===== src/rtl/boot_reset_sequencer.sv =====
// Boot-clock bring-up sequencer: power-on wait, PLL enable with lock timeout/retry,
// then staged release of downstream resets once the PLL lock is confirmed.
//   state        | meaning
//   POR_WAIT  0  | power-on wait, PLL off
//   LOCK_WAIT 1  | PLL on, waiting for synchronised lock
//   PLL_OFF   2  | PLL held off between lock retries
//   RELEASE   3  | staged reset release, one bit per STAGE_GAP cycles
//   RUN       4  | all resets released
//   ERROR     5  | retries exhausted, sticky until RESET
module boot_reset_sequencer #(
    parameter int POR_CYCLES   = 16,
    parameter int LOCK_TIMEOUT = 256,
    parameter int LOCK_RETRIES = 2,
    parameter int STAGE_GAP    = 8,
    parameter int NUM_STAGES   = 3
) (
    input  logic                  CLK,
    input  logic                  RESET,
    input  logic                  PLL_LOCK,
    output logic                  PLL_EN,
    output logic [NUM_STAGES-1:0] RST_OUT,
    output logic                  DONE,
    output logic                  ERROR,
    output logic [2:0]            STATE
);

    localparam int CNT_MAX_A = (POR_CYCLES > LOCK_TIMEOUT) ? POR_CYCLES : LOCK_TIMEOUT;
    localparam int CNT_MAX   = (CNT_MAX_A > STAGE_GAP) ? CNT_MAX_A : STAGE_GAP;
    localparam int CW        = (CNT_MAX > 1) ? $clog2(CNT_MAX) : 1;
    localparam int RW        = (LOCK_RETRIES > 0) ? $clog2(LOCK_RETRIES + 1) : 1;

    localparam logic [CW-1:0] POR_LAST     = CW'(POR_CYCLES - 1);
    localparam logic [CW-1:0] TIMEOUT_LAST = CW'(LOCK_TIMEOUT - 1);
    localparam logic [CW-1:0] GAP_LAST     = CW'(STAGE_GAP - 1);
    localparam logic [RW-1:0] RETRY_MAX    = RW'(LOCK_RETRIES);

    typedef enum logic [2:0] {
        ST_POR_WAIT  = 3'd0,
        ST_LOCK_WAIT = 3'd1,
        ST_PLL_OFF   = 3'd2,
        ST_RELEASE   = 3'd3,
        ST_RUN       = 3'd4,
        ST_ERROR     = 3'd5
    } state_t;

    logic [2:0]            state_q, state_d;
    logic [CW-1:0]         cnt_q, cnt_d;
    logic [RW-1:0]         retry_q, retry_d;
    logic                  pll_en_q, pll_en_d;
    logic [NUM_STAGES-1:0] rst_q, rst_d;
    logic                  done_q, done_d;
    logic                  err_q, err_d;
    logic                  sync_q, lock_s_q;
    logic [NUM_STAGES-1:0] rst_next;

    always_ff @(posedge CLK) begin
        if (RESET) begin
            state_q  <= ST_POR_WAIT;
            cnt_q    <= '0;
            retry_q  <= '0;
            pll_en_q <= 1'b0;
            rst_q    <= '1;
            done_q   <= 1'b0;
            err_q    <= 1'b0;
            sync_q   <= 1'b0;
            lock_s_q <= 1'b0;
        end else begin
            state_q  <= state_d;
            cnt_q    <= cnt_d;
            retry_q  <= retry_d;
            pll_en_q <= pll_en_d;
            rst_q    <= rst_d;
            done_q   <= done_d;
            err_q    <= err_d;
            sync_q   <= PLL_LOCK;
            lock_s_q <= sync_q;
        end
    end

    always_comb begin
        state_d  = state_q;
        cnt_d    = cnt_q;
        retry_d  = retry_q;
        pll_en_d = pll_en_q;
        rst_d    = rst_q;
        done_d   = done_q;
        err_d    = err_q;
        // Remaining asserted resets always occupy the top bits, so a shift releases the lowest.
        rst_next = rst_q << 1;

        case (state_q)
            ST_POR_WAIT: begin
                pll_en_d = 1'b0;
                if (cnt_q == POR_LAST) begin
                    state_d  = ST_LOCK_WAIT;
                    pll_en_d = 1'b1;
                    cnt_d    = '0;
                end else begin
                    cnt_d = cnt_q + CW'(1);
                end
            end
            ST_LOCK_WAIT: begin
                pll_en_d = 1'b1;
                if (lock_s_q) begin
                    state_d = ST_RELEASE;
                    cnt_d   = '0;
                end else if (cnt_q == TIMEOUT_LAST) begin
                    cnt_d    = '0;
                    pll_en_d = 1'b0;
                    if (retry_q < RETRY_MAX) begin
                        state_d = ST_PLL_OFF;
                        retry_d = retry_q + RW'(1);
                    end else begin
                        state_d = ST_ERROR;
                        err_d   = 1'b1;
                    end
                end else begin
                    cnt_d = cnt_q + CW'(1);
                end
            end
            ST_PLL_OFF: begin
                pll_en_d = 1'b0;
                if (cnt_q == POR_LAST) begin
                    state_d  = ST_LOCK_WAIT;
                    pll_en_d = 1'b1;
                    cnt_d    = '0;
                end else begin
                    cnt_d = cnt_q + CW'(1);
                end
            end
            ST_RELEASE: begin
                if (!lock_s_q) begin
                    state_d  = ST_LOCK_WAIT;
                    cnt_d    = '0;
                    pll_en_d = 1'b1;
                    rst_d    = '1;
                    done_d   = 1'b0;
                end else if (cnt_q == GAP_LAST) begin
                    cnt_d = '0;
                    rst_d = rst_next;
                    if (rst_next == '0) begin
                        state_d = ST_RUN;
                        done_d  = 1'b1;
                        retry_d = '0;
                    end
                end else begin
                    cnt_d = cnt_q + CW'(1);
                end
            end
            ST_RUN: begin
                if (!lock_s_q) begin
                    state_d  = ST_LOCK_WAIT;
                    cnt_d    = '0;
                    pll_en_d = 1'b1;
                    rst_d    = '1;
                    done_d   = 1'b0;
                end
            end
            ST_ERROR: begin
                err_d    = 1'b1;
                pll_en_d = 1'b0;
                rst_d    = '1;
                done_d   = 1'b0;
            end
            default: begin
                state_d  = ST_POR_WAIT;
                cnt_d    = '0;
                retry_d  = '0;
                pll_en_d = 1'b0;
                rst_d    = '1;
                done_d   = 1'b0;
                err_d    = 1'b0;
            end
        endcase
    end

    assign PLL_EN  = pll_en_q;
    assign RST_OUT = rst_q;
    assign DONE    = done_q;
    assign ERROR   = err_q;
    assign STATE   = state_q;

endmodule


===== config.mk =====
export PLATFORM = sky130hd
export DESIGN_NAME = boot_reset_sequencer
export DESIGN_NICKNAME = d
export VERILOG_FILES = /design/src/rtl/boot_reset_sequencer.sv
export SDC_FILE = /design/constraint.sdc
export NUM_CORES = 1
export LEC_CHECK = 0
export ABC_AREA = 1
export CAP_MARGIN = 0
export CORE_MARGIN = 2
export CORE_UTILIZATION = 60
export CTS_CLUSTER_DIAMETER = 40
export CTS_CLUSTER_SIZE = 14
export DETAILED_ROUTE_END_ITERATION = 7
export GPL_TIMING_DRIVEN = 0
export PLACE_DENSITY_LB_ADDON = 0.12
export SYNTH_ARGS = -nofsm -noshare
export SYNTH_HDL_FRONTEND = slang
export SYNTH_SLANG_ARGS = --single-unit
export TNS_END_PERCENT = 100

===== constraint.sdc =====
create_clock -name CLK -period 2.9 [get_ports CLK]
set_clock_uncertainty 0.1 [all_clocks]
set_input_delay 0.87 -clock CLK [delete_from_list [all_inputs] [get_ports CLK]]
set_output_delay 0.87 -clock CLK [all_outputs]
set_load 0.1 [all_outputs]

Word-level counts from Yosys, hierarchy flattened:

Cells that the tools add are included.

* word-level logic and storage cells: 91
* memories kept: 0
* bits in read-only memories: 0
* memory bits (writable): 0
* bits in registers: 21
* input port bits: 3
* latch bits: 0

* equal/unequal tests: 21
* $mul: 0
* divide/modulo/power cells: 0
* $add $sub $neg: 2
* $lt $le $gt $ge: 1
* bitwise gates (word level): 4
* shift-type cells: 0
* reductions and logical operators: 13
* muxes and demuxes: 41

Operators by type and width (count)
* $mux 8: 6
* $pmux 8 s5: 1
* $mux 3: 11
* $ne 2x2->1 const B: 9
* $pmux 3 s5: 1
* $mux 2: 6
* $mux 1: 11
* $ne 3x3->1 const B: 3
* $pmux 1 s3: 3
* $pmux 3 s3: 1
* $add 8x1->8 const B: 1
* $eq 8x3->1 const B: 1
* $eq 8x4->1 const B: 1
* $eq 8x8->1 const B: 1
* $reduce_and 4->1: 2
* $reduce_or 4->1: 2
* $reduce_and 7->1: 1
* $eq 3x2->1 const B: 2
* $eq 3x3->1 const B: 2
* $logic_not 3->1: 2
* $pmux 2 s3: 1
* $reduce_and 6->1: 1
* $not 1->1: 4
* $reduce_or 2->1: 2
* 7 further kinds: 7

Logic depth before layout (Yosys ltp):

* depth in word-level cells: 5
* mapped depth: 10

Worst setup path after synthesis:

OpenSTA, ideal clock, no wires.

* kind: register -> register
* from: register state_q[0], in the netlist STATE[0]
* to: register cnt_q[4]
* cell stages (with the launch flop): 10
* arrival time: 1.879 ns
* buffers on the path: 1
* clock period less this slack: 2.095 ns
* path slack: 0.805 ns
* path through: dfxtp_1 -> buf_6 -> inv_2 -> nor2_1 -> nand2_1 -> nand2_2 -> inv_1 -> nand2_1 -> xor2_1 -> nor2_1

* longest elaborated chain between the ends: 3
* elaborated cells between the ends (all ways): 11
* classes of those cells: eq/ne (6); mux (1); bitwise (1); reduce/logical (3)

Ends and longest elaborated chain
* start, declared: RTL line 46 `logic [2:0] state_q, state_d;`
* start signal, assigned: RTL line 68 `state_q <= state_d;`
* $eq 3x2->1 (tied with other cells): RTL line 91 `case (state_q)`
* $reduce_or 2->1 (no line) (tied with other cells)
* $pmux 8 s5 or $reduce_and 2->1 (tied branches)
* end signal, assigned: RTL line 69 `cnt_q <= cnt_d;`
* end, declared: RTL line 47 `logic [CW-1:0] cnt_q, cnt_d;`

Parallel ways exist; a longest one is shown, timed or not.
A chain may end at the register's enable or synchronous reset.

Worst setup path after layout:

* from: register rst_q[0], in the netlist RST_OUT[0]
* to: output RST_OUT[0]

RTL lines
* start, declared: RTL line 50 `logic [NUM_STAGES-1:0] rst_q, rst_d;`
* start signal, assigned: RTL line 72 `rst_q <= rst_d;`
* end, declared: RTL line 21 `output logic [NUM_STAGES-1:0] RST_OUT,`

No word-level cell between the ends.

==> metrics <==
status finished, final reports clean; Total Routing Usage GR 23.0%; max-cap viol count 0; initial drt markers 40; initial antenna violation count 0; first-pass GRT wire length 4350 um; clock slew at reported path FFs 0.11 ns; Mapped Avg Cell Area 6.47 um^2; CP bufs+invs 1; CP max stage delay 1.15 ns; Worst path slowest cell clkdlybuf4s50_1; total vias in the final route 1254; drt drc 0; RePlAce Congestion 0.917; post-synth top area cell dfxtp_1; die area 2440 um^2; Register Area 420 um^2; Cell variety after synth 27; share of cells above drive strength 1 11.7%; CP Data Required Time 1.93 ns; critical path data arrival time 1.85 ns; Reg-to-Reg End cnt_q[3]$_SDFFE_PP0P_; largest net degree at the start of global routing 12; area of the mapped netlist 1230 um^2; RSZ-0062 raised after global routing no; Worst Reg2Reg Path Length in Cells 8; VDD IR max 1.12 mV; vias in the first global route 1125; area occupied by multi-input gates 691 um^2; post-route clock period utilization 97.3%; top cells by area, synth dfxtp_1, nand2_1, nor2_1, inv_1, nand3_1; WL/cell 11.0 um; cell family with most CP delay buffers and inverters; PostCTS Resize Cnt 1; Post-synth top cells nand2_1, nor2_1, dfxtp_1; cts bufs inserted 3; Sw Pwr 0.000873 W; Syn-to-layout area delta 13.7%; startpoint types register; Worst Setup Path Type register to output pin; final instance area 1400 um^2; vias per cell 5.38; Post-layout nets 211; Overflow after GRT 0; sequential cell fraction of total power 27.4%; Placed Instance Area 1380 um^2; HPWL after DPL 1960 um; placed cells 229; Clock Path Buffers 2; count leader, synth nand2_1; initial core utilization 63.6%; Post-synth EDFFs 0; Yosys warnings 0; internal power 0.000700 W; port bufs 11; Pleak 0.585 nW; r2r setup slk 1.29 ns; CTS Hold Bufs 0; die span in x 49.4 um; TritonRoute pass-1 iters 5; Fin. Hold Viols 0; Yosys reg bits 21; DIE HEIGHT 49.4 um; critical-path cell list clkdlybuf4s50_1; crit-path max FO 4; Syn Inst Count 191; final WL 2550 um; Worst R2R Start cnt_q[0]$_SDFFE_PP0P_; TritonCTS clock tree built; cell area power density 1120 nW/um^2; H-tree depth 1; post-route non-filler standard cell count 233; antenna fix cells 0; Comb pwr share 63.7%; Rel. slew slack 33.9%; Setup crit end kind output pin; Post-CTS Setup Inserts 0; Core Area 1940 um^2; Async SR Flop Fraction 0%; Clk pwr share 9.0%; Synth top area share 34.0%; # clock sinks 21; sequential area share after synthesis 34.0%; top_reg_cell synth dfxtp_1; max frequency 0.355 GHz; Final Util 72.3%; fin. max-slew vios 0; Mapped Nets 195; critical path depth 1; end point of the critical path RST_OUT[0]; I/O pin cnt 12; Fin Setup TNS 0 ns; filler cell count 173; final-report setup violation count 0; Hold Crit Class register to register; CTS Root Cell clkbuf_4; # rows 16; CP startpoint RST_OUT[0]$_SDFFE_PP1P_; clock latency on the worst-skew pair 0.31 ns; sw frac 55.5%; min Tclk post-route 2.82 ns; Worst-Margin Slew 0.989 ns; remaining antenna violation count 0
[stage by stage]
step	setup slack, ns	hold slack (ns)	total power (W)
2_1_floorplan	0.805	0.288	0.00125
3_3_place_gp	0.320	0.291	0.00142
3_5_place_dp	0.293	0.297	0.00144
4_1_cts	0.0812	0.313	0.00158
5_1_grt	0.0194	0.327	0.00169
6_report	0.0797	0.311	0.00157
[area by class of cell]
class / count / share of cell area (%)
buffer: 4 / 2.23
multi-input combinational: 142 / 49.2
tap: 27 / 2.41
clock buffer: 4 / 1.87
sequential: 21 / 29.9
timing repair buffer: 11 / 7.75
inverter: 24 / 6.60
[layer usage]
| layer | wire length [um] | up-vias | global-route usage (%) |
|---|---|---|---|
| li1 | - | 637 | - |
| met1 | 1080 | 564 | 26.4 |
| met5 | 0 | - | 0 |
| met4 | 45 | 0 | 11.9 |
| met2 | 1270 | 46 | 39.9 |
| met3 | 154 | 7 | 4.60 |
[logic make-up after synthesis]
kind of cell | Yosys count | synth area share [%]
AO/OA/AOI/OAI | 28 | 12.9
flip-flops | 21 | 34.0
adder cells (fa/ha/maj) | 1 | 1.01
AND/OR/NAND/NOR | 110 | 39.9
XOR/XNOR | 3 | 2.13
buffers and inverters | 28 | 10.0
[worst min path at each step]
stage	start	end	slack, ns	depth (start not counted)
final	sync_q$_SDFF_PP0_	lock_s_q$_SDFF_PP0_	0.31	2
after global routing	sync_q$_SDFF_PP0_	lock_s_q$_SDFF_PP0_	0.33	2
after floorplan	sync_q$_SDFF_PP0_	lock_s_q$_SDFF_PP0_	0.29	2
after global placement	sync_q$_SDFF_PP0_	lock_s_q$_SDFF_PP0_	0.29	2
after detailed placement	sync_q$_SDFF_PP0_	lock_s_q$_SDFF_PP0_	0.30	2
after CTS	sync_q$_SDFF_PP0_	lock_s_q$_SDFF_PP0_	0.31	2
[sequential cells by signal, summed over array words and instances, names as in the netlist]
| register | flops |
|---|---|
| retry_q | 2 |
| ERROR | 1 |
| RST_OUT | 3 |
| lock_s_q | 1 |
| DONE | 1 |
| sync_q | 1 |
| PLL_EN | 1 |
| cnt_q | 8 |
| STATE | 3 |
[power groups by stage]
stage	clock, W	combinational, W	sequential, W
2_1_floorplan	0	0.000465	0.000785
3_3_place_gp	0	0.000989	0.000435
3_5_place_dp	0	0.00100	0.000440
4_1_cts	0.000146	0.00100	0.000431
5_1_grt	0.000156	0.00109	0.000443
6_report	0.000141	0.00100	0.000431
[layout by cell type (no fill, tap or decap), types with 6 or more instances in the layout]
master,instances
a21oi_1,11
nand4_1,6
nand2_1,50
nand3_1,12
nor2_1,29
inv_1,20
dfxtp_1,21
nand2_2,6
clkdlybuf4s50_1,10
o21ai_0,10
(Power assumes the default switching activity.)
